## config.mk

```make
export PLATFORM = sky130hd
export DESIGN_NAME = aes_core_arbiter
export DESIGN_NICKNAME = d
export VERILOG_FILES = /design/src/rtl/aes_core_arbiter.sv
export SDC_FILE = /design/constraint.sdc
export NUM_CORES = 1
export LEC_CHECK = 0
export ABC_AREA = 1
export ABC_CLOCK_PERIOD_IN_PS = 2200
export BUFFER_PORTS_ARGS = -buffer_cell sky130_fd_sc_hd__buf_2
export CORE_AREA = 2 2 410 412
export CTS_CLUSTER_DIAMETER = 100
export DETAILED_ROUTE_END_ITERATION = 7
export DIE_AREA = 0 0 412 414
export GPL_ROUTABILITY_DRIVEN = 0
export PLACE_DENSITY_LB_ADDON = 0.2
export SLEW_MARGIN = 20
export SYNTH_ARGS = -nofsm -noshare
export SYNTH_HDL_FRONTEND = slang
export SYNTH_SLANG_ARGS = --single-unit
export TNS_END_PERCENT = 50
```

## constraint.sdc

```tcl
create_clock -name clk -period 2.2 [get_ports clk]
set_input_delay 0.66 -clock clk [delete_from_list [all_inputs] [get_ports clk]]
set_output_delay 0.66 -clock clk [all_outputs]
set_load 0.02 [all_outputs]
```

## src/rtl/aes_core_arbiter.sv

```systemverilog
`default_nettype none
// ============================================================================
//  Module   : aes_core_arbiter
//  Brief    : Round-robin sharing of one AES core between NREQ requesters.
//             Captures the winner's key/plaintext, pulses core_ld, waits for
//             core_done and hands the ciphertext back over valid/ack.
//  Options  : AES_ARB_TIMEOUT_EN - adds a WAIT watchdog that answers with
//             rsp_err=1 / rsp_data=0 once TIMEOUT WAIT cycles have elapsed.
//  Revision : 1.0 - initial release
// ============================================================================
module aes_core_arbiter #(
    parameter int NREQ    = 2,
    parameter int TIMEOUT = 64
) (
    input  logic                clk,
    input  logic                rst_n,
    input  logic [NREQ-1:0]     req,
    input  logic [NREQ*128-1:0] req_key,
    input  logic [NREQ*128-1:0] req_text,
    output logic [NREQ-1:0]     gnt,
    output logic [NREQ-1:0]     rsp_valid,
    input  logic [NREQ-1:0]     rsp_ack,
    output logic [127:0]        rsp_data,
    output logic                rsp_err,
    output logic                core_ld,
    output logic [127:0]        core_key,
    output logic [127:0]        core_text,
    input  logic                core_done,
    input  logic [127:0]        core_text_out,
    output logic                busy
);

    localparam int c_IW = (NREQ > 1) ? $clog2(NREQ) : 1;

    typedef enum logic [1:0] {
        S_IDLE = 2'd0,
        S_LOAD = 2'd1,
        S_WAIT = 2'd2,
        S_RESP = 2'd3
    } state_t;

    state_t          r_state;
    logic [c_IW-1:0] r_ptr;
    logic [c_IW-1:0] r_owner;

    logic [2*NREQ-1:0] w_req2;
    logic [NREQ-1:0]   w_rot;
    logic              w_any;
    logic [c_IW-1:0]   w_off;
    logic [c_IW:0]     w_sum;
    logic [c_IW-1:0]   w_win;
    logic [NREQ-1:0]   w_win_oh;
    logic [NREQ-1:0]   w_own_oh;
    logic [127:0]      w_win_key;
    logic [127:0]      w_win_text;
    logic [c_IW-1:0]   w_next_ptr;
    logic              w_expire;

    // Parameter range guard, evaluated at elaboration.
    if (NREQ < 2 || NREQ > 8 || TIMEOUT < 2 || TIMEOUT > 256) begin : g_param_check
        $error("aes_core_arbiter: NREQ must be 2..8 and TIMEOUT 2..256");
    end

    // Rotate requests so bit 0 is the requester at the round-robin pointer.
    assign w_req2 = {req, req} >> r_ptr;
    assign w_rot  = w_req2[NREQ-1:0];
    assign w_any  = |w_rot;

    // Lowest set bit of the rotated vector is the offset of the winner.
    always_comb begin
        w_off = '0;
        for (int k = NREQ - 1; k >= 0; k--) begin
            if (w_rot[k]) begin
                w_off = c_IW'(k);
            end
        end
    end

    // Undo the rotation: winner = (ptr + offset) mod NREQ.
    assign w_sum = {1'b0, r_ptr} + {1'b0, w_off};
    assign w_win = (w_sum >= (c_IW+1)'(NREQ)) ? c_IW'(w_sum - (c_IW+1)'(NREQ))
                                              : c_IW'(w_sum);

    // One-hot decodes of the arbitration winner and the current owner.
    for (genvar gi = 0; gi < NREQ; gi++) begin : g_onehot
        assign w_win_oh[gi] = (w_win   == c_IW'(gi));
        assign w_own_oh[gi] = (r_owner == c_IW'(gi));
    end

    // Select the winner's operand slices.
    always_comb begin
        w_win_key  = '0;
        w_win_text = '0;
        for (int i = 0; i < NREQ; i++) begin
            if (w_win == c_IW'(i)) begin
                w_win_key  = req_key[128*i +: 128];
                w_win_text = req_text[128*i +: 128];
            end
        end
    end

    // Pointer moves to the requester after the one just served.
    assign w_next_ptr = (r_owner == c_IW'(NREQ - 1)) ? '0 : r_owner + c_IW'(1);

`ifdef AES_ARB_TIMEOUT_EN
    localparam logic [7:0] c_WDOG_LAST = 8'(TIMEOUT - 1);
    logic [7:0] r_wdog;

    // Watchdog: zeroed while loading so the first WAIT cycle counts as 0.
    always_ff @(posedge clk or negedge rst_n) begin
        if (!rst_n) begin
            r_wdog <= '0;
        end else if (r_state == S_LOAD) begin
            r_wdog <= '0;
        end else if (r_state == S_WAIT) begin
            r_wdog <= r_wdog + 8'd1;
        end
    end

    assign w_expire = (r_state == S_WAIT) && (r_wdog == c_WDOG_LAST);
`else
    assign w_expire = 1'b0;
`endif

    // Main transaction FSM with registered outputs.
    always_ff @(posedge clk or negedge rst_n) begin
        if (!rst_n) begin
            r_state   <= S_IDLE;
            r_ptr     <= '0;
            r_owner   <= '0;
            gnt       <= '0;
            core_ld   <= 1'b0;
            core_key  <= '0;
            core_text <= '0;
            rsp_valid <= '0;
            rsp_data  <= '0;
            rsp_err   <= 1'b0;
        end else begin
            gnt     <= '0;
            core_ld <= 1'b0;
            case (r_state)
                S_IDLE: begin
                    if (w_any) begin
                        r_owner   <= w_win;
                        core_key  <= w_win_key;
                        core_text <= w_win_text;
                        gnt       <= w_win_oh;
                        core_ld   <= 1'b1;
                        r_state   <= S_LOAD;
                    end
                end
                S_LOAD: begin
                    r_state <= S_WAIT;
                end
                S_WAIT: begin
                    // A completion in the expiry cycle still counts as success.
                    if (core_done) begin
                        rsp_data  <= core_text_out;
                        rsp_err   <= 1'b0;
                        rsp_valid <= w_own_oh;
                        r_state   <= S_RESP;
                    end else if (w_expire) begin
                        rsp_data  <= '0;
                        rsp_err   <= 1'b1;
                        rsp_valid <= w_own_oh;
                        r_state   <= S_RESP;
                    end
                end
                S_RESP: begin
                    if (|(rsp_ack & w_own_oh)) begin
                        r_ptr     <= w_next_ptr;
                        rsp_valid <= '0;
                        rsp_err   <= 1'b0;
                        r_state   <= S_IDLE;
                    end
                end
                default: begin
                    r_state <= S_IDLE;
                end
            endcase
        end
    end

    assign busy = (r_state != S_IDLE);

endmodule
`default_nettype wire
```

# After elaboration in Yosys (flattened, before gate mapping)
# Cells that the tools add are included.
dict set report totals {
  regBits 394
  latchBits 0
  ram_bits 0
  mem_bits_ro 0
  in_bits 647
  output_inout_bits 391
  word_cells 53
  mem_count 0
}
dict set report classes {
  n_addsub 3
  multipliers 0
  div 0
  magnitude_cmp 1
  n_eq_ne 6
  n_shift 1
  mux 19
  bitwise_logic 3
  n_reduce_logical 10
}
# cell count
set op_table {}
lappend op_table {{2-to-1 mux 128 bit} 2}
lappend op_table {{2-to-1 mux 2 bit} 6}
lappend op_table {{2-to-1 mux 1 bit} 8}
lappend op_table {{case mux 2 bit (4 select lines)} 1}
lappend op_table {{inequality test 2 bit, second input constant} 3}
lappend op_table {{AND reduction 2 bit} 3}
lappend op_table {{AND reduction 3 bit} 2}
lappend op_table {{== test 2 bit, second input constant} 2}
lappend op_table {{case mux 2 bit (2 select lines)} 1}
lappend op_table {{nonzero test 2 bit} 2}
lappend op_table {{OR reduction 2 bit} 2}
lappend op_table {{right shift 4 x 1 -> 2 bit} 1}
lappend op_table {{adder 1 x 1 -> 2 bit} 1}
lappend op_table {{bitwise AND 2 bit} 1}
lappend op_table {{== test 2 x 1 -> 1 bit, second input constant} 1}
lappend op_table {{greater-or-equal comparator 2 bit, second input constant} 1}
lappend op_table {{logical NOT 2 bit} 1}
lappend op_table {{NOT 1 bit} 2}
lappend op_table {{case mux 1 bit (2 select lines)} 1}
lappend op_table {{adder 1 bit, second input constant} 1}
lappend op_table {{subtractor 1 bit, second input constant} 1}

# Logic depth before layout (Yosys ltp)
dict set report logic_depth {
  depth_word 9
  depth_mapped 10
  mapped_depth_nobuf 8
}

# Worst setup path before layout
# Ideal clock, no wire load.
dict set report synth_path {
  kind {input to register}
  start {input port core_done}
  end {register rsp_data[68]}
  setup_time_ns 0.125
  arrival_time_ns 1.490
  required_ns 2.075
  path_slack_ns 0.585
  path_stages 4
  path_buffers 2
  cell_sequence {nand2_1 -> buf_2 -> buf_2 -> mux2_2}
}
dict set report synth_via {
  elab_chain_len 1
}
# item line
set synth_rtl {}
lappend synth_rtl {{start: declaration} 28} ;# input logic core_done,
lappend synth_rtl {{AND reduction 2 bit (no line)} -}
lappend synth_rtl {{end signal: assignment} 158} ;# rsp_data <= core_text_out;
lappend synth_rtl {{end: declaration} 23} ;# output logic [127:0] rsp_data,
# No other way between the ends.
# A chain may end at the register's enable or synchronous reset.

# Worst setup path in the final report
dict set report layout_path {
  start {register r_state[0]}
  end {output port busy}
}
dict set report layout_via {
  elab_chain_len 1
}
# item line
set layout_rtl {}
lappend layout_rtl {{start: declaration} 42} ;# state_t r_state;
lappend layout_rtl {{start signal: assignment} 128} ;# r_state <= S_IDLE;
lappend layout_rtl {{start signal: assignment} 149} ;# r_state <= S_LOAD;
lappend layout_rtl {{start signal: assignment} 153} ;# r_state <= S_WAIT;
lappend layout_rtl {{nonzero test 2 bit} 184} ;# assign busy = (r_state != S_IDLE);
lappend layout_rtl {{end: declaration} 30} ;# output logic busy
# No other way between the ends.

==> impl_metrics.json <==
{
  "arrival_ns": 1.47,
  "finalCritPeriodShare_pct": 96.8,
  "combPwrFrac_pct": 45.5,
  "grt_usage_pct": 11.2,
  "cp_cell_sequence": "inv_2, ha_4, inv_4, buf_8",
  "cp_max_fo": 3,
  "power_density_mw_per_mm2": 1530,
  "synth_area_sq_mm": 0.0162,
  "num_rows": 150,
  "clkLatencyLatePin_ns": 0.66,
  "worstHoldStart": "req_text[83]",
  "htree_levels": 2,
  "ys_ff_latch": 393,
  "core_area_sq_mm": 0.166,
  "vias_per_cell": 3.24,
  "grt_pass1_wl_microns": 135000,
  "post_route_cells_drive_above_1_share_pct": 48.4,
  "r2r_setup_slack_ns": 0.23,
  "die-area_sq_mm": 0.171,
  "cts_buffers": 57,
  "port_buffers": 1036,
  "yosysWarningCount": 0,
  "finalPower_mw": 40.9,
  "synth_cell_types": 20,
  "crit_path_end_kind": "output pin",
  "finalMaxSlewViolations": 0,
  "synth_top_cell_area_share_pct": 60.7,
  "hold_end": "core_text[83]",
  "grt_max_degree": 62,
  "dp_cells": 4927,
  "cap_violations": 0,
  "yosysTopAreaCell": "dfrtp_1",
  "fp.dieH_microns": 414,
  "cp_top_family": "flip-flops",
  "stdcell_count": 5049,
  "initial_core_util_pct": 9.74,
  "grt_antenna_before_repair": 40,
  "synthTopCellsByArea": "dfrtp_1 (61%), nand2_1 (18%), mux2_2 (8.9%)",
  "switching_share_pct": 44.4,
  "clk_pin_slew_ns": 0.06,
  "skew_ns": 0.0223,
  "hold_slack_ns": 0.216,
  "first_global_vias": 17107,
  "io_pins": 1038,
  "drtIter0Drc": 923,
  "hpwl_microns": 82400,
  "seq_area_frac_synth_pct": 60.7,
  "setup_viol": 0,
  "hold_viol_final": 0,
  "synth_nets": 2342,
  "nets": 3439,
  "p_int_mw": 22.8,
  "hp-class": "in2reg",
  "p_switching_mw": 18.1,
  "p_leak_nw": 13.4,
  "reg2reg_to": "rsp_data[98]",
  "firstDrtPassIters": 4,
  "postLayoutCoreUtil_pct": 16.1,
  "outcome": "complete, no violations",
  "drc": 0,
  "crit_required_ns": 1.54,
  "routed_wl_microns": 99700,
  "r2r_cells": 6,
  "drt-wirelength-per-cell_microns": 19.7,
  "syn_to_final_growth_pct": 65.2,
  "fillCellCount": 19204,
  "slowest_stage": "dfrtp_1",
  "rsz0062_at_grt": "true",
  "clock-sinks": 393,
  "fmax_ghz": 0.470,
  "die-width_microns": 412,
  "grt-ovfl-total": 0,
  "start_kind": "register",
  "clockPowerShare_pct": 22.6,
  "critPathBufInv": 3,
  "worst_path_largest_cell_delay_ns": 0.40,
  "routed-via-count": 16383,
  "avgSynthCellArea_sq_um": 9.57,
  "worstReg2RegStart": "r_state[0]",
  "cts_buffer_depth": 3,
  "period_minus_slack_ns": 2.13,
  "cts_tree": "yes",
  "detail-route-antenna-nets": 0,
  "p_seq_share_pct": 31.9,
  "worstSetupPathType": "reg2out",
  "vdd_drop_max_v": 0.000532,
  "cts-root-buf": "clkbuf_16",
  "startpoint": "r_state[0]",
  "whs_path_depth": 3,
  "netlist_instances": 1691
}
[per-stage QoR]
stage	worst slack, ns	setup TNS, ns	cell area [sq um]
5_1_grt	-0.0195	-0.0195	26700
3_5_place_dp	0.126	0	24800
2_1_floorplan	0.585	0	16200
3_3_place_gp	0.148	0	24800
6_report	0.0705	0	26700
4_1_cts	-0.0515	-0.0515	26700
[logic make-up (layout without fill, tap and decap cells)]
group,after synthesis,in the layout,share of synthesized area [%]
adders and majority gates,4,4,0.309
muxes,128,128,8.90
AOI/OAI and AO/OA,7,7,0.301
buffers and inverters,109,1253,3.34
and+or+nand+nor,1049,1049,26.4
other,1,11,0.0232
DFF,393,393,60.7
[repair_timing]
action / CTS / global route
resized for setup: 8 / 3
gates cloned: 0 / 0
setup buffers: 0 / 5
pin swaps: 1 / 1
endpoints found under the hold margin: 10 / 0
hold buffers: 1 / 0
setup endpoints to repair: 3 / 2
[cells in the final DEF, fill, tap and decap left out, types with 2 or more instances in the layout]
| cell type | instances |
|---|---|
| clkbuf_8 | 18 |
| nand3_1 | 258 |
| diode_2 | 10 |
| inv_1 | 5 |
| nand2_1 | 785 |
| clkinvlp_4 | 4 |
| buf_4 | 71 |
| clkbuf_16 | 57 |
| dfrtp_1 | 391 |
| inv_6 | 5 |
| inv_2 | 2 |
| buf_8 | 2 |
| buf_12 | 30 |
| clkinv_2 | 9 |
| dfrtp_2 | 2 |
| mux2_2 | 128 |
| nand4_1 | 2 |
| ha_1 | 3 |
| inv_8 | 2 |
| clkbuf_1 | 10 |
| o21ai_0 | 5 |
| buf_2 | 1033 |
[power by group through the flow]
stage	logic [mW]	clock network (mW)	registers, mW
floorplan	5.76	0	16.9
global placement	19.1	0	13.1
detailed placement	19.1	0	13.1
CTS	19.1	9.73	13.1
global route	20.3	9.97	13.5
finish	18.6	9.24	13.0
[synth_stat cells, drive strengths merged]
| library cell | n |
|---|---|
| nor2 | 2 |
| nand4 | 2 |
| buf | 94 |
| clkinv | 1 |
| clkbuf | 5 |
| conb | 1 |
| mux2 | 128 |
| o21ai | 5 |
| o21a | 1 |
| a21oi | 1 |
| ha | 4 |
| nand3 | 258 |
| dfrtp | 393 |
| inv | 9 |
| or2 | 1 |
| nand2 | 786 |
[per-layer routing]
layer | vias up | part of all wire, % | GRT usage, %
met2 | 701 | 48 | 18.9
li1 | 7673 | - | -
met5 | - | 0.10 | 0
met1 | 7862 | 40 | 13.4
met3 | 131 | 9.2 | 4.03
met4 | 16 | 2.6 | 3.22
[registers in the layout, indices dropped and copies added (netlist names)]
signal / count
core_key: 128
core_ld: 1
core_text: 128
r_state: 2
r_ptr: 1
gnt: 2
r_owner: 1
rsp_data: 128
rsp_valid: 2
[worst max path at each step]
| stage | endpoint | slack (ns) | cells past startpoint |
|---|---|---|---|
| after floorplan | rsp_data[68] | 0.58 | 4 |
| after global placement | core_text[18] | 0.15 | 7 |
| after detailed placement | core_text[18] | 0.13 | 7 |
| after CTS | busy | -0.05 | 4 |
| after global routing | busy | -0.02 | 4 |
| final | busy | 0.07 | 4 |
[worst register-to-register path: cells and delay by family (launching register included)]
kind / cells / cell delay, ns
adders and majority gates: 1 / 0.26
buffers and inverters: 3 / 0.54
DFF: 1 / 0.38
muxes: 1 / 0.35
and+or+nand+nor: 1 / 0.33
[final cells by class]
class                      instances  area [sq um]  area share, %
timing repair buffer            1137          6340           23.7
clock inverter                    21           185          0.692
multi-input combinational       1189          5830           21.8
inverter                          10          55.1          0.206
sequential                       393          9840           36.8
clock buffer                      85          1710           6.40
tap                             2204          2760           10.3
antenna                           10          25.0         0.0935
Power figures use the tool's default switching activity.
